**config.mk**
```make
export PLATFORM = sky130hd
export DESIGN_NAME = polar_cw_buffer
export DESIGN_NICKNAME = d
export VERILOG_FILES = /design/src/rtl/polar_cw_buffer.sv
export SDC_FILE = /design/constraint.sdc
export NUM_CORES = 1
export LEC_CHECK = 0
export CAP_MARGIN = 20
export CORE_UTILIZATION = 25
export CTS_BUF_LIST = sky130_fd_sc_hd__clkbuf_8
export DETAILED_ROUTE_END_ITERATION = 12
export GPL_TIMING_DRIVEN = 0
export PLACE_DENSITY = 0.5
export RECOVER_POWER = 50
export SYNTH_ARGS = -nofsm -noshare
export SYNTH_HDL_FRONTEND = slang
export SYNTH_SLANG_ARGS = --single-unit
```
**constraint.sdc**
```tcl
create_clock -name clk -period 6.15 [get_ports clk]
set_clock_uncertainty 0.05 [all_clocks]
set_input_delay 0.615 -clock clk [delete_from_list [all_inputs] [get_ports clk]]
set_output_delay 0.615 -clock clk [all_outputs]
set_load 0.02 [all_outputs]
```
**src/rtl/polar_cw_buffer.sv**
```systemverilog
// polar_cw_buffer: elastic FIFO between the polar encoder output and the decoder input,
//   tagging each codeword whose redundancy byte differs from its data byte.
// Latency: first-word-fall-through, so a codeword written at edge N is at the head after edge N.
// Backpressure: none toward the encoder. A write to a full FIFO without a same-cycle pop is
//   dropped and counted. The consumer side uses a valid/ready handshake.
// Optional feature macro: POLAR_CW_BUF_PARITY_EN adds a per-entry even-parity bit and the mem_err output.
//
// Ports:
//   clk, rst_n        clock; asynchronous active-low reset
//   cw_valid, cw_in   encoder strobe and codeword ([15:8] redundancy, [7:0] data)
//   out_valid/ready   head-entry handshake; out_cw and out_mismatch carry the head entry (0 when empty)
//   level, full       occupancy, and level == DEPTH
//   overflow          sticky flag, set when any codeword has been dropped
//   mismatch_cnt      saturating count of accepted mismatched codewords
//   drop_cnt          saturating count of dropped codewords
//   clr_stats         synchronous clear of overflow and both counters
//   mem_err           (parity build only) one-cycle pulse after popping an entry with bad parity

module polar_cw_buffer #(
  parameter int DEPTH     = 4,
  parameter int CNT_WIDTH = 8
) (
  input  logic                       clk,
  input  logic                       rst_n,
  input  logic                       cw_valid,
  input  logic [15:0]                cw_in,
  output logic                       out_valid,
  input  logic                       out_ready,
  output logic [15:0]                out_cw,
  output logic                       out_mismatch,
  output logic [$clog2(DEPTH+1)-1:0] level,
  output logic                       full,
  output logic                       overflow,
  output logic [CNT_WIDTH-1:0]       mismatch_cnt,
  output logic [CNT_WIDTH-1:0]       drop_cnt,
`ifdef POLAR_CW_BUF_PARITY_EN
  output logic                       mem_err,
`endif
  input  logic                       clr_stats
);

  localparam int AW = $clog2(DEPTH);
  localparam int LW = $clog2(DEPTH+1);
`ifdef POLAR_CW_BUF_PARITY_EN
  localparam int EW = 18;
`else
  localparam int EW = 17;
`endif
  localparam logic [CNT_WIDTH-1:0] CNT_MAX = {CNT_WIDTH{1'b1}};

  logic [EW-1:0] mem [DEPTH];
  logic [AW-1:0] wr_ptr, rd_ptr;
  logic [EW-1:0] wr_entry, head;
  logic          tag, push, pop, drop;

  assign tag = (cw_in[15:8] != cw_in[7:0]);

`ifdef POLAR_CW_BUF_PARITY_EN
  // Even parity: XOR over all 18 stored bits is zero for an intact entry.
  assign wr_entry = {^{tag, cw_in}, tag, cw_in};
`else
  assign wr_entry = {tag, cw_in};
`endif

  assign full      = (level == LW'(DEPTH));
  assign out_valid = (level != '0);
  assign pop       = out_valid && out_ready;
  // A full FIFO can still accept a write when a pop frees the slot in the same cycle.
  assign push      = cw_valid && (!full || pop);
  assign drop      = cw_valid && full && !pop;

  assign head         = mem[rd_ptr];
  assign out_cw       = out_valid ? head[15:0] : 16'h0000;
  assign out_mismatch = out_valid ? head[16]   : 1'b0;

  // The storage array has no reset because its contents are don't-care until written.
  always_ff @(posedge clk) begin
    if (push) mem[wr_ptr] <= wr_entry;
  end

  always_ff @(posedge clk or negedge rst_n) begin
    if (!rst_n) begin
      wr_ptr       <= '0;
      rd_ptr       <= '0;
      level        <= '0;
      overflow     <= 1'b0;
      mismatch_cnt <= '0;
      drop_cnt     <= '0;
    end else begin
      if (push) wr_ptr <= wr_ptr + AW'(1);
      if (pop)  rd_ptr <= rd_ptr + AW'(1);
      case ({push, pop})
        2'b10:   level <= level + LW'(1);
        2'b01:   level <= level - LW'(1);
        default: level <= level;
      endcase
      // A clear takes priority over an increment or a drop in the same cycle.
      if (clr_stats) begin
        overflow     <= 1'b0;
        mismatch_cnt <= '0;
        drop_cnt     <= '0;
      end else begin
        if (drop) overflow <= 1'b1;
        if (push && tag && mismatch_cnt != CNT_MAX) mismatch_cnt <= mismatch_cnt + CNT_WIDTH'(1);
        if (drop && drop_cnt != CNT_MAX)            drop_cnt     <= drop_cnt + CNT_WIDTH'(1);
      end
    end
  end

`ifdef POLAR_CW_BUF_PARITY_EN
  always_ff @(posedge clk or negedge rst_n) begin
    if (!rst_n) mem_err <= 1'b0;
    else        mem_err <= pop && (^head);
  end
`endif

endmodule

```
Yosys cells after proc, flatten, opt, wreduce, memory -nomap -nowiden
Memories as Yosys holds them, arrays and structs flattened.
Cells that the tools add are included.
W data, S select, Z words.
{"block": "op_classes", "add_sub_neg": 6, "eq_ne": 6, "mux": 11, "n_reduce_logical": 15}
{"cell": "$mux W8", "n": 4}
{"cell": "$add A8 B1 Y8 const B", "n": 2}
{"cell": "$mux W16", "n": 1}
{"cell": "$ne A8 B8 Y1 const B", "n": 2}
{"cell": "$ne A8 B8 Y1", "n": 1}
{"cell": "$reduce_bool A2 Y1", "n": 4}
{"cell": "$logic_and A1 B1 Y1", "n": 7}
{"cell": "$pmux W3 S2", "n": 1}
{"cell": "$mux W1", "n": 5}
{"cell": "$add A2 B1 Y2 const B", "n": 2}
{"cell": "$add A3 B1 Y3 const B", "n": 1}
{"cell": "$eq A3 B3 Y1 const B", "n": 1}
{"cell": "$reduce_bool A3 Y1", "n": 1}
{"cell": "$sub A3 B1 Y3 const B", "n": 1}
{"cell": "$eq A2 B1 Y1 const B", "n": 1}
{"cell": "$eq A2 B2 Y1 const B", "n": 1}
{"cell": "$logic_not A1 Y1", "n": 2}
{"cell": "$logic_or A1 B1 Y1", "n": 1}
{"block": "word_totals", "reg_bits": 24, "mem_bits_rw": 68, "inputBits": 21, "output_inout_bits": 39, "word_cells": 45, "n_memories": 1}
{"name": "mem", "words": 4, "width": 17, "rd": 1, "rd_ports_with_merged_regs": 0, "wr": 1, "line_no": "51", "rtl": "logic [EW-1:0] mem [DEPTH];"}

Logic depth before layout (Yosys ltp)
{"block": "logic_depth", "depth_word": 8, "mapped_depth": 10}

Worst setup path after synthesis
OpenSTA, ideal clock, no wires.
{"block": "synth_path", "path_kind": "reg2reg", "startpoint": "reg level[1]", "endpoint": "reg level[2]", "arrival_time_ps": 2218, "setup_slack_ps": 3745, "path_stages_with_launch": 11, "path_buffers": 2, "synth_period_minus_slack_ps": 2405, "cell_sequence": "dfrtp_1 > buf_6 > or3_1 > clkbuf_1 > nand3_1 > fa_1 > or2b_1 > nor2_1 > a21oi_1 > a2bb2oi_1 > o21ai_0"}
{"block": "synth_between", "elab_chain_cells": 6}
{"element": "start: declaration", "line_no": "31", "rtl": "output logic [$clog2(DEPTH+1)-1:0] level,"}
{"element": "start signal: assignment", "line_no": "93", "rtl": "2'b10: level <= level + LW'(1);"}
{"element": "start signal: assignment", "line_no": "94", "rtl": "2'b01: level <= level - LW'(1);"}
{"element": "start signal: assignment", "line_no": "95", "rtl": "default: level <= level;"}
{"element": "$reduce_bool A3 Y1 (*)", "line_no": "66", "rtl": "assign out_valid = (level != '0);"}
{"element": "via out_valid", "line_no": "27", "rtl": "output logic out_valid,"}
{"element": "$logic_and A1 B1 Y1 (*)", "line_no": "67", "rtl": "assign pop = out_valid && out_ready;"}
{"element": "$logic_or A1 B1 Y1", "line_no": "69", "rtl": "assign push = cw_valid && (!full || pop);"}
{"element": "$logic_and A1 B1 Y1", "line_no": "69"}
{"element": "$eq A2 B1 Y1 / $eq A2 B2 Y1 (equally long branches)", "line_no": "92", "rtl": "case ({push, pop})"}
{"element": "$pmux W3 S2 / $reduce_bool A2 Y1 (equally long branches)"}
Mark *: on every way through the listed nets, which the timed path passes. The rest lies on a longest branch.
A chain may end at the register's enable or synchronous reset.

Worst setup path after layout
{"block": "layout_path", "startpoint": "reg rd_ptr[1]", "endpoint": "out out_cw[8]"}
{"block": "layout_between", "elab_chain_cells": 2}
{"element": "start: declaration", "line_no": "52", "rtl": "logic [AW-1:0] wr_ptr, rd_ptr;"}
{"element": "start signal: assignment", "line_no": "91", "rtl": "if (pop) rd_ptr <= rd_ptr + AW'(1);"}
{"element": "$mem_v2 Z4 W17"}
{"element": "$mux W16", "line_no": "73", "rtl": "assign out_cw = out_valid ? head[15:0] : 16'h0000;"}
{"element": "end: declaration", "line_no": "29", "rtl": "output logic [15:0] out_cw,"}
No other way between the ends.

==> flow_metrics.env <==
export IMPL_antenna_found_initial=2
export IMPL_first_pass_iters=4
export IMPL_synth_top_area_share_pct=50.26
export IMPL_design_power_total_mw=2.082
export IMPL_post_cts_buffers=0
export IMPL_viasPerCell=4.321
export IMPL_startpoint_type="flop"
export IMPL_syn_nets=296
export IMPL_cellPowerDensity_mw_per_mm2=407.7
export IMPL_synthTopCellsByCount="68 x edfxtp_1, 24 x dfrtp_1, 22 x and2_1"
export IMPL_setup_viol=0
export IMPL_syn_inst=268
export IMPL_die_w_um=129.5
export IMPL_finalSetupTns_ns=0
export IMPL_synth_edff_count=68
export IMPL_ys_seq_area_share_pct=65.04
export IMPL_arrival_ns=2.71
export IMPL_dp_cells=544
export IMPL_yosys_area_top_type="edfxtp_1"
export IMPL_grt_ovfl_total=0
export IMPL_io_buffers=59
export IMPL_r2r_start="level[1]$_DFFE_PN0P_"
export IMPL_worst_slack_ns=2.780
export IMPL_rsz0062_at_grt="no"
export IMPL_status="finished, final reports clean"
export IMPL_cts_hold_buf=0
export IMPL_rows=46
export IMPL_instances_no_fill=560
export IMPL_cts_tree="yes"
export IMPL_chipHeight_um=129.5
export IMPL_fmax_ghz=0.2967
export IMPL_p_comb_share_pct=40.2
export IMPL_maxCapViolations=0
export IMPL_period_minus_slack_ns=3.370
export IMPL_async_reset_ff_share_pct=26.09
export IMPL_path_clk_slew_ns=0.09
export IMPL_hold_slack_ns=0.4605
export IMPL_switching_share_pct=33.59
export IMPL_switchingPower_uw=699.2
export IMPL_drc=0
export IMPL_start_util_pct=25.57
export IMPL_ir_drop_mv=0.1632
export IMPL_grt_pass1_vias=2537
export IMPL_place_congestion=0.7511
export IMPL_nFillCells=1590
export IMPL_synthMostInstantiatedCell="edfxtp_1"
export IMPL_crit_slowest_cell="clkdlybuf4s50_1"
export IMPL_vias=2420
export IMPL_worst_path_buf_inv=3
export IMPL_coreArea_mm2=0.01589
export IMPL_slowest_delay_ns=0.54
export IMPL_yosys_top_cells_area="edfxtp_1 50%, dfrtp_1 15%, mux4_2 9.4%, and2_1 3.4%, xor2_1 2.2%"
export IMPL_crit_type="reg2out"
export IMPL_min_delay_start="overflow$_DFFE_PN0P_"
export IMPL_worstPathMaxFanout=10
export IMPL_routed_wl_mm=8.767
export IMPL_slew_viol_final=0
export IMPL_clkSinkCount=92
export IMPL_drt_initial_drc_count=112
export IMPL_synth_area_mm2=0.004063
export IMPL_p_clk_share_pct=20.1
export IMPL_yosys_most_used_dff="edfxtp_1"
export IMPL_ant_nets=0
export IMPL_yosys_warnings=0
export IMPL_max_slew_margin_pct=27.77
export IMPL_cp_top_family="buffers and inverters"
export IMPL_grt_max_degree=19
export IMPL_hold_viol_final=0
export IMPL_cp_data_required_time_ns=5.48
export IMPL_syn_avg_cell_area_um2=15.16
export IMPL_diodes=0
export IMPL_clockBufferDepth=2
export IMPL_wire_per_inst_um=15.66
export IMPL_area_delta_synth_final_pct=25.69
export IMPL_final_layout_size_suffix_gt1_share_pct=12.50
export IMPL_die_area_mm2=0.01676
export IMPL_yosysUniqueCellTypes=42
export IMPL_dp_worst_setup_slack_ns=2.946
export IMPL_clockRootBuffer="clkbuf_8"
export IMPL_hold_class="reg2reg"
export IMPL_startpoint="rd_ptr[1]$_DFFE_PN0N_"
export IMPL_worst_slew_pin_slew_ns=1.068
export IMPL_worstPathCellList="clkbuf_1, buf_2, mux4_2, and2_1, clkdlybuf4s50_1"
export IMPL_io_pins=60
export IMPL_htree_levels=3
export IMPL_worstSetupEndpointType="primary output"
export IMPL_post_route_period_util_pct=54.80
export IMPL_nets=367
export IMPL_cts_inserted_buffers=9
export IMPL_clock_latency_ns=0.36
export IMPL_p_seq_share_pct=39.7
export IMPL_grtUsageTotal_pct=11.39
export IMPL_grt_pass1_wl_mm=14.12
export IMPL_cts_repair_resized=0
export IMPL_power_internal_mw=1.383
export IMPL_p_leak_nw=1.838
export IMPL_hpwl_mm=5.813
export IMPL_ys_ff_latch=92
-- stage by stage --
stage	util, %	instance area [um2]
4_1_cts	32.42	5150
3_3_place_gp	30.99	4923
2_1_floorplan	-	4063
6_report	32.14	5106
3_5_place_dp	31.17	4951
5_1_grt	32.14	5106
-- metal layers --
| layer | global-route usage (%) | vias up | part of all wire [%] |
|---|---|---|---|
| met5 | 0 | - | 0.26 |
| met3 | 4.583 | 11 | 6.6 |
| met4 | 2.873 | 4 | 0.95 |
| li1 | - | 1146 | - |
| met1 | 14.68 | 1195 | 47 |
| met2 | 17.84 | 64 | 45 |
-- registers in the layout, summed over array words and instances, names as in the netlist --
signal	cells
mem	68
mismatch_cnt	8
drop_cnt	8
level	3
overflow	1
wr_ptr	2
rd_ptr	2
-- final timing paths --
path,end,slack (ns),cells past startpoint
max in group asynchronous,rd_ptr[0]$_DFFE_PN0N_,4.27,2
min,overflow$_DFFE_PN0P_,0.46,2
min in group asynchronous,level[1]$_DFFE_PN0P_,0.53,1
min reg2reg,overflow$_DFFE_PN0P_,0.46,2
max,out_cw[8],2.78,5
max reg2reg,mem[2][16]$_DFFE_PP_,3.47,4
-- kinds of logic after synthesis --
logic type      share of synthesized area (%)
compound gates                          4.558
buf+inv                                 2.094
xor+xnor                                3.665
flops                                   65.04
simple gates                            11.83
fa+ha+maj                               2.341
mux                                     10.47
-- power groups by stage --
stage	Combinational [mW]	Sequential, mW	Clock (mW)
floorplan	0.515	0.845	0
global placement	0.861	0.838	0
detailed placement	0.868	0.844	0
CTS	0.870	0.830	0.438
global route	0.917	0.839	0.460
finish	0.836	0.827	0.418
-- tightest hold or removal path: stages, from the launching register on --
cell	delay (ns)
dfrtp_1	0.35
a21oi_1	0.04
nor2_1	0.08
-- cell type report --
cell class | instances | area [um2] | share of cell area (%)
inverters | 6 | 22.52 | 0.4411
repair buffers | 60 | 594.3 | 11.64
multi-input cells | 159 | 1315 | 25.75
clock inverters | 7 | 75.07 | 1.470
clock buffers | 9 | 123.9 | 2.426
plain buffers | 11 | 62.56 | 1.225
flip-flops and latches | 92 | 2643 | 51.75
well taps | 216 | 270.3 | 5.293
-- cell usage in the layout, fill, tap and decap left out, drive strengths merged, types with 4 or more instances in the layout --
master,Yosys,final
and3,4,4
o21ai,5,5
nand3,6,6
clkdlybuf4s50,0,29
and2,22,22
mux4,17,17
edfxtp,68,68
dlygate4sd3,0,30
clkbuf,5,15
nor2,21,21
a21oi,9,9
xnor2,7,7
xor2,10,10
inv,6,10
nand2,10,10
ha,6,6
buf,6,6
dfrtp,24,24
nand2b,4,4
No activity file was read; power rests on OpenSTA's default activity.
